`src/rtl/stoch_gen.sv`:
```
// Stochastic bitstream pair generator: emits 2^WIDTH-1 bit pairs whose ones
// counts equal val_a/val_b, using WIDTH-bit maximal-length Fibonacci LFSRs.
module stoch_gen #(
  parameter int WIDTH  = 8,
  parameter int SEED_A = 1,
  parameter int SEED_B = 5
) (
  input  logic             clk,
  input  logic             rst_n,
  input  logic             start,
  input  logic [WIDTH-1:0] val_a,
  input  logic [WIDTH-1:0] val_b,
  input  logic             corr,
  input  logic             hold,
  output logic             busy,
  output logic             bit_a,
  output logic             bit_b,
  output logic             bit_vld,
  output logic             done
);

  localparam logic [0:0] IDLE = 1'b0;
  localparam logic [0:0] RUN  = 1'b1;

  localparam int MASK = (1 << WIDTH) - 1;

  // Seeds are folded into WIDTH bits; an all-zero seed would lock the LFSR.
  localparam int SA_M = SEED_A & MASK;
  localparam int SB_M = SEED_B & MASK;
  localparam int SA_C = (SA_M == 0) ? 1 : SA_M;
  localparam int SB_C = (SB_M == 0) ? 1 : SB_M;
  localparam logic [WIDTH-1:0] SA = SA_C[WIDTH-1:0];
  localparam logic [WIDTH-1:0] SB = SB_C[WIDTH-1:0];

  localparam int LAST_I = MASK - 1;
  localparam logic [WIDTH-1:0] LAST = LAST_I[WIDTH-1:0];

  // Tap masks for shift-left Fibonacci form, bit i = x^(i+1) term.
  localparam logic [7:0] TAPS = (WIDTH == 4) ? 8'h0C :
                                (WIDTH == 5) ? 8'h14 :
                                (WIDTH == 6) ? 8'h30 :
                                (WIDTH == 7) ? 8'h60 : 8'hB8;
  localparam logic [WIDTH-1:0] TAP_W = TAPS[WIDTH-1:0];

  function automatic logic [WIDTH-1:0] lfsr_next(input logic [WIDTH-1:0] s);
    return {s[WIDTH-2:0], ^(s & TAP_W)};
  endfunction

  logic [0:0]       state;
  logic [WIDTH-1:0] lfsr_a, lfsr_b, cnt, va_q, vb_q;
  logic             corr_q;
  logic [WIDTH-1:0] rng_b;

  assign rng_b = corr_q ? lfsr_a : lfsr_b;

  always_ff @(posedge clk or negedge rst_n) begin
    if (!rst_n) begin
      state   <= IDLE;
      busy    <= 1'b0;
      bit_a   <= 1'b0;
      bit_b   <= 1'b0;
      bit_vld <= 1'b0;
      done    <= 1'b0;
      cnt     <= '0;
      lfsr_a  <= SA;
      lfsr_b  <= SB;
      va_q    <= '0;
      vb_q    <= '0;
      corr_q  <= 1'b0;
    end else begin
      bit_a   <= 1'b0;
      bit_b   <= 1'b0;
      bit_vld <= 1'b0;
      done    <= 1'b0;
      case (state)
        IDLE: begin
          if (start) begin
            va_q   <= val_a;
            vb_q   <= val_b;
            corr_q <= corr;
            lfsr_a <= SA;
            lfsr_b <= SB;
            cnt    <= '0;
            busy   <= 1'b1;
            state  <= RUN;
          end
        end
        RUN: begin
          if (!hold) begin
            // rng spans 1..L exactly once, so (rng <= val) yields val ones.
            bit_a   <= (lfsr_a <= va_q);
            bit_b   <= (rng_b <= vb_q);
            bit_vld <= 1'b1;
            lfsr_a  <= lfsr_next(lfsr_a);
            lfsr_b  <= lfsr_next(lfsr_b);
            cnt     <= cnt + 1'b1;
            if (cnt == LAST) begin
              done  <= 1'b1;
              busy  <= 1'b0;
              state <= IDLE;
            end
          end
        end
        default: state <= IDLE;
      endcase
    end
  end

endmodule

```
`config.mk`:
```
export PLATFORM = sky130hd
export DESIGN_NAME = stoch_gen
export DESIGN_NICKNAME = d
export VERILOG_FILES = /design/src/rtl/stoch_gen.sv
export SDC_FILE = /design/constraint.sdc
export NUM_CORES = 1
export LEC_CHECK = 0
export ABC_AREA = 1
export BUFFER_PORTS_ARGS = -buffer_cell sky130_fd_sc_hd__buf_2
export CAP_MARGIN = 20
export CORE_MARGIN = 2
export CORE_UTILIZATION = 62
export DETAILED_ROUTE_END_ITERATION = 8
export GPL_ROUTABILITY_DRIVEN = 0
export HOLD_SLACK_MARGIN = 0.08
export PLACE_DENSITY = 0.89
export RECOVER_POWER = 25
export SETUP_SLACK_MARGIN = 0.2
export SLEW_MARGIN = 20
export SYNTH_ARGS = -nofsm -noshare
export SYNTH_HDL_FRONTEND = slang
export SYNTH_SLANG_ARGS = --single-unit
```
`constraint.sdc`:
```
create_clock -name clk -period 5 [get_ports clk]
set_clock_uncertainty 0.2 [all_clocks]
set_input_delay 0.5 -clock clk [delete_from_list [all_inputs] [get_ports clk]]
set_output_delay 0.5 -clock clk [all_outputs]
set_load 0.01 [all_outputs]
```
# Word-level counts from Yosys, hierarchy flattened

Cells that the tools add are included.
Widths: inputs -> output; s select.

Bits in registers: 47
Bits of input ports: 21
Output and inout bits: 5
Logic and storage cells: 52

Add/sub/neg operators: 1
$lt $le $gt $ge: 2
Eq/ne operators: 4
Mux-type cells: 27
Bitwise logic cells: 1
Reductions and logical operators: 5

Operators by type and width:

| cell                | number |
|---|---|
| $mux 8              | 7 |
| $pmux 8 s2          | 3 |
| $le 8x8->1          | 2 |
| $reduce_xor 8->1    | 2 |
| $mux 1              | 15 |
| $add 8x1->8 const B | 1 |
| $eq 8x8->1 const B  | 1 |
| $ne 2x2->1 const B  | 2 |
| $pmux 1 s2          | 2 |
| $reduce_and 2->1    | 2 |
| $reduce_and 3->1    | 1 |
| $ne 2x1->1 const B  | 1 |
| $not 1->1           | 1 |

# Longest topological paths before layout

Gate-level depths: netlist of the first run.

Word-level depth: 4
Gate-level depth with buffers: 12
Gate-level depth less buffers: 12

# Worst setup path before layout of the first run

No wires, ideal clock.

Path type: flip-flop to flip-flop
Start: register corr_q
End: register bit_b
Setup time: 77 ps
Arrival time: 1444 ps
Data required time: 4723 ps
Setup slack: 3279 ps
Stages on the path, launching flop included: 9
Buffers on the path: 1
Clock period less this slack: 1721 ps
Path through: dfrtp_1 -> clkbuf_1 -> nand2_1 -> o21ai_0 -> ha_1 -> a21o_1 -> nor2_1 -> nand2_1 -> a21oi_1

Longest elaborated chain between the ends: 4

Ends and longest elaborated chain:

| element                | RTL line | source |
|---|---|---|
| start, declared        | 51       | `logic corr_q;` |
| start signal, assigned | 80       | `corr_q <= corr;` |
| $mux 8                 | 54       | `assign rng_b = corr_q ? lfsr_a : lfsr_b;` |
| $le 8x8->1             | 92       | `bit_b <= (rng_b <= vb_q);` |
| $mux 1                 | 89       | `if (!hold) begin` |
| $mux 1                 | 75       | `case (state)` |
| end signal, assigned   | 92       |  |
| end, declared          | 17       | `output logic bit_b,` |

Every way passes these cells.
A chain may end at the register's enable or synchronous reset.

==> summary.md, run 1 <==
| Metric | Value |
|---|---|
| Detailed Place HPWL | 3165 um |
| Sequential fraction of the synthesis area | 49.32% |
| Top-Level Pins | 26 |
| Classification of the worst-slack hold path | primary input to flop |
| Final routed DRC violation total | 0 |
| Failing checks | max-capacitance violations, max-slew violations |
| Setup total negative slack | 0 ps |
| Effective utilization at floorplan | 64.86% |
| Global-route wire length before repair | 7631 um |
| Horizontal extent of the die | 66.12 um |
| Peak Freq | 330.0 MHz |
| Hold Slack | 190.6 ps |
| Fraction of the cycle the final worst path needs | 60.61% |
| Synthesized flop and latch total | 47 |
| Number of warning messages in the yosys log | 0 |
| Hold buffer count at CTS | 0 |
| Post-DP Area | 2516 sq um |
| Clock latency of the later-clocked register in the worst-skew pair | 310 ps |
| Endpoint type of the worst setup path | async pin |
| Outcome | finished with violations |
| Total die area | 4371 sq um |
| Per-cell via count in the routed design | 5.266 |
| Iter 0 DRT Violations | 124 |
| Area Overhead vs Synth | 9.571% |
| Post-CTS setup-driven buffer insertion count | 0 |
| Critical path class | primary input to async pin |
| Worst-path cell chain | dlygate4sd3_1 -> clkbuf_1 |
| WL/cell | 12.61 um |
| FFs w/ async S/R, synth | 100.0% |
| DRT antenna net count | 0 |
| Total nets after synthesis | 319 |
| Minimum setup slack among reg-to-reg paths | 2860 ps |
| Sum of routed wire length over all layers | 4463 um |
| PD cells | 390.5 nW/um^2 |
| Count of final setup violators | 0 |
| Post-cts gate resize count | 0 |
| Largest net degree at the start of global routing | 48 |
| Number of violations of the max-capacitance limit | 1 |
| Vias in the first global route | 1809 |
| Worst path buffer plus inverter count | 2 |
| R2r endpoint | cnt[4] |
| Slowest cell on crit path | sky130_fd_sc_hd__clkbuf_1 |
| Count of unique library cells instantiated by Yosys | 27 |
| Count of buffers from port buffering | 25 |
| Primary flip-flop cell chosen by synthesis mapping | sky130_fd_sc_hd__dfrtp_1 |
| Number of buffers on the longest clock path | 2 |
| Max transition margin | -60.28% |
| Antenna fix cells | 0 |
| Worst-path maximum fanout | 47 |
| Worst-path clk slew | 100 ps |
| Post-Syn Area | 2392 sq um |
| Actual transition at the worst max-transition pin | 2404 ps |
| DP Worst Slack | 2349 ps |
| Number of sinks driven by the clock tree | 47 |
| Height of the chip | 66.12 um |
| Critical path's top delay family | buffers and inverters |
| CP max stage delay | 1700 ps |
| Total routing usage reported by global routing | 22.96% |
| Number of enable-type register cells in the synthesized netlist | 0 |
| Final non-filler cell area | 2621 sq um |
| TritonCTS clock tree | built |
| Core utilization of the finished layout | 71.07% |
| Leftover overflow at the end of global routing | 0 |
| Level count of the clock H-tree | 2 |
| Number of instances in the synthesized netlist | 280 |
| Drt first pass iters | 4 |
| Total vias in the final route | 1864 |
| Standard cell core area | 3689 sq um |
| Worst hold path cell count | 3 |
| Cell at the root of the clock tree | sky130_fd_sc_hd__clkbuf_8 |
| Worst path setup slack after routing | 1970 ps |
| Fraction of final layout cells with drive strength greater than 1 | 13.40% |
| Worst endpoint required time | 4720 ps |
| Count of nets after finishing | 344 |
| Max rail drop VDD | 0.0002110 V |
| Count of pins over their slew limit | 48 |
| Path depth of the worst reg2reg path | 7 |
| Placement row count | 22 |
| Post-layout minimum cycle time | 3030 ps |
| Origin of the critical flop-to-flop path | state |
| Mean area per synthesized cell | 8.544 sq um |
| Worst Path Arrival | 2750 ps |
| Nature of the critical path startpoint | primary input |
| Setup repair after global routing missed its margin | no |
| Number of antenna violations at the first check in global routing | 0 |
| Final hold violations | 0 |
| Hold_sp | val_a[6] |
| WHS Endpoint | va_q[6] |
| Total CTS buffers | 5 |
| Static power due to leakage | 1.373 nW |
sequential cells by signal, summed over array words and instances, names as in the netlist, 8 cells and up:
signal  count
cnt         8
lfsr_a      8
lfsr_b      8
va_q        8
vb_q        8
area by class of cell:
type                    count  area [sq um]
multi-input cells         176         962.2
clock buffers               6         82.58
repair buffers             26         133.9
flip-flops and latches     47          1180
well taps                  48         60.06
clock inverters             2         16.27
inverters                  49         186.4
fillers                   278          1067
synth_stat cells, types with 2 or more instances:
cell type | instances | share of area (%)
sky130_fd_sc_hd__inv_1 | 46 | 7.2
sky130_fd_sc_hd__nand4_1 | 3 | 0.78
sky130_fd_sc_hd__a21o_1 | 2 | 0.63
sky130_fd_sc_hd__nand3_1 | 5 | 1.0
sky130_fd_sc_hd__o21ai_0 | 33 | 6.9
sky130_fd_sc_hd__clkbuf_1 | 3 | 0.47
sky130_fd_sc_hd__ha_1 | 18 | 9.4
sky130_fd_sc_hd__dfrtp_1 | 44 | 46
sky130_fd_sc_hd__nand2_1 | 73 | 11
sky130_fd_sc_hd__buf_6 | 4 | 1.9
sky130_fd_sc_hd__dfstp_2 | 3 | 3.3
sky130_fd_sc_hd__inv_2 | 2 | 0.31
sky130_fd_sc_hd__a21oi_1 | 8 | 1.7
sky130_fd_sc_hd__o22ai_1 | 11 | 2.9
sky130_fd_sc_hd__nor2_1 | 13 | 2.0
worst reg2reg max path: stages, from the launching register on:
cell and delay [ps]:
sky130_fd_sc_hd__dfrtp_1 410, sky130_fd_sc_hd__inv_2 60, sky130_fd_sc_hd__nor2_1 610, sky130_fd_sc_hd__nor2_1 250
sky130_fd_sc_hd__inv_2 270, sky130_fd_sc_hd__nand2_1 100, sky130_fd_sc_hd__nand2_1 70, sky130_fd_sc_hd__o31ai_1 70
logic make-up (layout without fill, tap and decap cells):
group           Yosys count  count (layout)  synth area share, %
simple gates             97              97                16.47
compound gates           59              59                13.70
buf+inv                  57              83                10.36
flops                    47              47                49.32
fa+ha+maj                18              18                9.414
xor+xnor                  2               2               0.7324
worst max path at each step:
stage,start,to,slack (ps),depth (start not counted)
6_report,rst_n,va_q[2],1970,2
5_1_grt,rst_n,va_q[2],1390,2
2_1_floorplan,corr_q,bit_b,3280,8
4_1_cts,state,cnt[4],2500,6
3_3_place_gp,start,cnt[4],2480,8
3_5_place_dp,start,cnt[4],2350,8
cells in the final DEF, fill, tap and decap left out, types with 2 or more instances in the layout:
cell type,count
sky130_fd_sc_hd__a21o_1,2
sky130_fd_sc_hd__a21oi_1,8
sky130_fd_sc_hd__buf_2,24
sky130_fd_sc_hd__clkbuf_8,6
sky130_fd_sc_hd__dfrtp_1,44
sky130_fd_sc_hd__dfstp_2,3
sky130_fd_sc_hd__ha_1,18
sky130_fd_sc_hd__inv_1,46
sky130_fd_sc_hd__inv_2,2
sky130_fd_sc_hd__nand2_1,73
sky130_fd_sc_hd__nand3_1,5
sky130_fd_sc_hd__nand4_1,3
sky130_fd_sc_hd__nor2_1,14
sky130_fd_sc_hd__o21ai_0,33
sky130_fd_sc_hd__o22ai_1,11
where the power goes:
group          switching (mW)  leakage, nW  total, mW  internal (mW)
Sequential             0.0502        0.570      0.505          0.455
Clock                   0.133       0.0474      0.246          0.113
Combinational           0.163        0.755      0.272          0.109
Total                   0.346         1.37       1.02          0.677
through the flow:
step | cells | total power, mW
detailed placement | 345 | 0.7804
finish | 354 | 1.024
global placement | 345 | 0.7658
global route | 354 | 1.098
floorplan | 280 | 0.7046
CTS | 353 | 1.027
per-layer routing:
metal	vias up	share of wire (%)	wire length (um)	GRT usage [%]
met3	12	3.3	149	4.089
li1	945	-	-	-
met5	-	0	0	0
met4	0	2.7	120	11.99
met2	40	48	2134	37.38
met1	867	46	2059	29.13
Note: power is estimated with default switching activity, not from simulation.
==> inputs of run 2 (changes only) <==
Settings changed: CORE_UTILIZATION 62 to 58, PLACE_DENSITY 0.89 to 0.84.
Clock period 5 ns to 2.8 ns, I/O delays scaled along.
==> run 2 against run 1 <==
The run now ends clean. Register-to-register slack worse by 1900 ps. Sequential cell count unchanged. Non-clock buffer count up 21. Worst setup slack worse by 1000 ps. Count of clock-buffer cells in the layout up 1. Hold slack better by 100 ps. Wire length up 2.3%. Via count down 0.38%. Clock power up 58%. Utilization down 0.30 points. First-iteration DRC count down 15%. Combinational power up 85%.
==> summary.md, run 2 (synthesized netlist as in run 1, its figures left out) <==
| Metric | Value |
|---|---|
| Setup total negative slack | 0 ps (unchanged) |
| Total die area | 4655 sq um (+6.5%) |
| Worst endpoint required time | 2820 ps (-1900 ps) |
| Horizontal extent of the die | 68.23 um (+3.2%) |
| Vias in the first global route | 1780 (-1.6%) |
| Total CTS buffers | 5 (unchanged) |
| Number of buffers on the longest clock path | 2 (unchanged) |
| Commonest non-fill, non-tap cells in the layout | 73 x sky130_fd_sc_hd__nand2_1, 46 x sky130_fd_sc_hd__inv_1, 44 x sky130_fd_sc_hd__dfrtp_1, 33 x sky130_fd_sc_hd__o21ai_0, 25 x sky130_fd_sc_hd__buf_2 |
| Critical path destination | bit_b |
| Actual transition at the worst max-transition pin | 604.1 ps (-1800 ps) |
| R2r endpoint | bit_b |
| Max transition margin | 59.73% (+120 points) |
| Peak Freq | 532.0 MHz |
| Hold Slack | 295.3 ps (+104.7 ps) |
| Most common cell after layout, fill and taps aside | sky130_fd_sc_hd__nand2_1 |
| Number of sinks driven by the clock tree | 47 (unchanged) |
| Setup crit start | corr_q |
| Post-layout minimum cycle time | 1880 ps |
| Placement row count | 23 (+4.5%) |
| Effective utilization at floorplan | 60.24% (-4.6 points) |
| Nature of the critical path startpoint | flop |
| Leftover overflow at the end of global routing | 0 (unchanged) |
| Post-DP Area | 2534 sq um (+0.70%) |
| Top-Level Pins | 26 (unchanged) |
| Count of pins over their slew limit | 0 (-100%) |
| Iter 0 DRT Violations | 106 (-15%) |
| Final hold violations | 0 (unchanged) |
| Total routing usage reported by global routing | 22.45% (-0.51 points) |
| Static power due to leakage | 1.457 nW (+6.2%) |
| Outcome | completed |
| Fraction of final layout cells with drive strength greater than 1 | 12.88% (-0.52 points) |
| DRT antenna net count | 0 (unchanged) |
| Count of buffers from port buffering | 25 (unchanged) |
| Antenna fix cells | 0 (unchanged) |
| Count of final setup violators | 0 (unchanged) |
| Sum of routed wire length over all layers | 4567 um (+2.3%) |
| PD cells | 637.9 nW/um^2 (+63%) |
| Final non-filler cell area | 2810 sq um (+7.2%) |
| Number of violations of the max-capacitance limit | 0 (-1) |
| Clock latency of the later-clocked register in the worst-skew pair | 300 ps (about the same) |
| Drt first pass iters | 6 (+2) |
| WL/cell | 12.15 um (-3.7%) |
| Minimum setup slack among reg-to-reg paths | 920 ps (-1940 ps) |
| TritonCTS clock tree | built |
| Standard cell core area | 3971 sq um (+7.7%) |
| Global-route wire length before repair | 7659 um (+0.37%) |
| Origin of the critical flop-to-flop path | corr_q |
| Worst Path Arrival | 1900 ps (-850 ps) |
| Worst-path maximum fanout | 17 (-64%) |
| Detailed Place HPWL | 3227 um (+2.0%) |
| Number of antenna violations at the first check in global routing | 0 (unchanged) |
| Max rail drop VDD | 0.0002793 V (+32%) |
| Final routed DRC violation total | 0 (unchanged) |
| Largest net degree at the start of global routing | 33 (-31%) |
| Level count of the clock H-tree | 2 (unchanged) |
| Critical path class | flop to flop |
| Cell at the root of the clock tree | sky130_fd_sc_hd__clkbuf_8 |
| Path depth of the worst reg2reg path | 6 (-1) |
| Count of nets after finishing | 365 (+6.1%) |
| Per-cell via count in the routed design | 4.939 (-6.2%) |
| Post-CTS setup-driven buffer insertion count | 0 (unchanged) |
| Setup repair after global routing missed its margin | no |
| Height of the chip | 68.23 um (+3.2%) |
| Endpoint type of the worst setup path | flop |
| Total vias in the final route | 1857 (-0.38%) |
| Classification of the worst-slack hold path | flop to flop |
| Fraction of the cycle the final worst path needs | 67.13% |
| Area Overhead vs Synth | 17.47% |
| Worst-path clk slew | 90 ps (about the same) |
| Core utilization of the finished layout | 70.76% (-0.30 points) |
run 2: metal layers:
metal	vias to the layer above	track usage, %	wire (um)
met5	-	0	0
met4	0	8.250	82
met3	7	5.099	111
met2	26	37.50	2133
met1	836	28.43	2240
li1	988	-	-
run 2: what timing repair did:
action	CTS	global route
hold endpoints to repair	44	0
hold buffers	20	0
resized for setup	0	0
run 2: worst max-delay path, cell delays in order (launching register included):
cell                      delay [ps]
sky130_fd_sc_hd__dfrtp_1         580
sky130_fd_sc_hd__o21ai_0         180
sky130_fd_sc_hd__ha_1            320
sky130_fd_sc_hd__nand2_1          70
sky130_fd_sc_hd__nor2_1          170
sky130_fd_sc_hd__nand4_1         100
sky130_fd_sc_hd__a21oi_1         190
run 2: through the flow:
stage | total power, mW | std cells | setup WS, ps
2_1_floorplan | 1.258 | 280 | 1079
3_3_place_gp | 1.367 | 349 | 1073
3_5_place_dp | 1.391 | 349 | 957.3
4_1_cts | 1.798 | 376 | 932.4
5_1_grt | 1.931 | 376 | 768.3
6_report | 1.793 | 376 | 920.3
run 2: how the worst min path moves through the flow:
stage / start / to / slack, ps / depth (start not counted)
after floorplan: rst_n / bit_a / -220 / 0
after global placement: rst_n / cnt[0] / 120 / 1
after detailed placement: rst_n / corr_q / 130 / 1
after CTS: cnt[4] / cnt[4] / 290 / 1
after global routing: va_q[0] / va_q[0] / 310 / 2
final: cnt[4] / cnt[4] / 300 / 1
run 2: power by group:
part | leakage (nW) | switching, mW | internal (mW) | total (mW)
sequential | 0.570 | 0.0873 | 0.813 | 0.900
combinational | 0.849 | 0.289 | 0.215 | 0.503
clock | 0.0383 | 0.216 | 0.172 | 0.389
run 2: final cells by class:
type	count	area, sq um
timing repair buffer	47	340.3
multi-input combinational	176	964.7
tap	50	62.56
fill	283	1161
sequential	47	1180
clock buffer	7	76.32
inverter	49	186.4
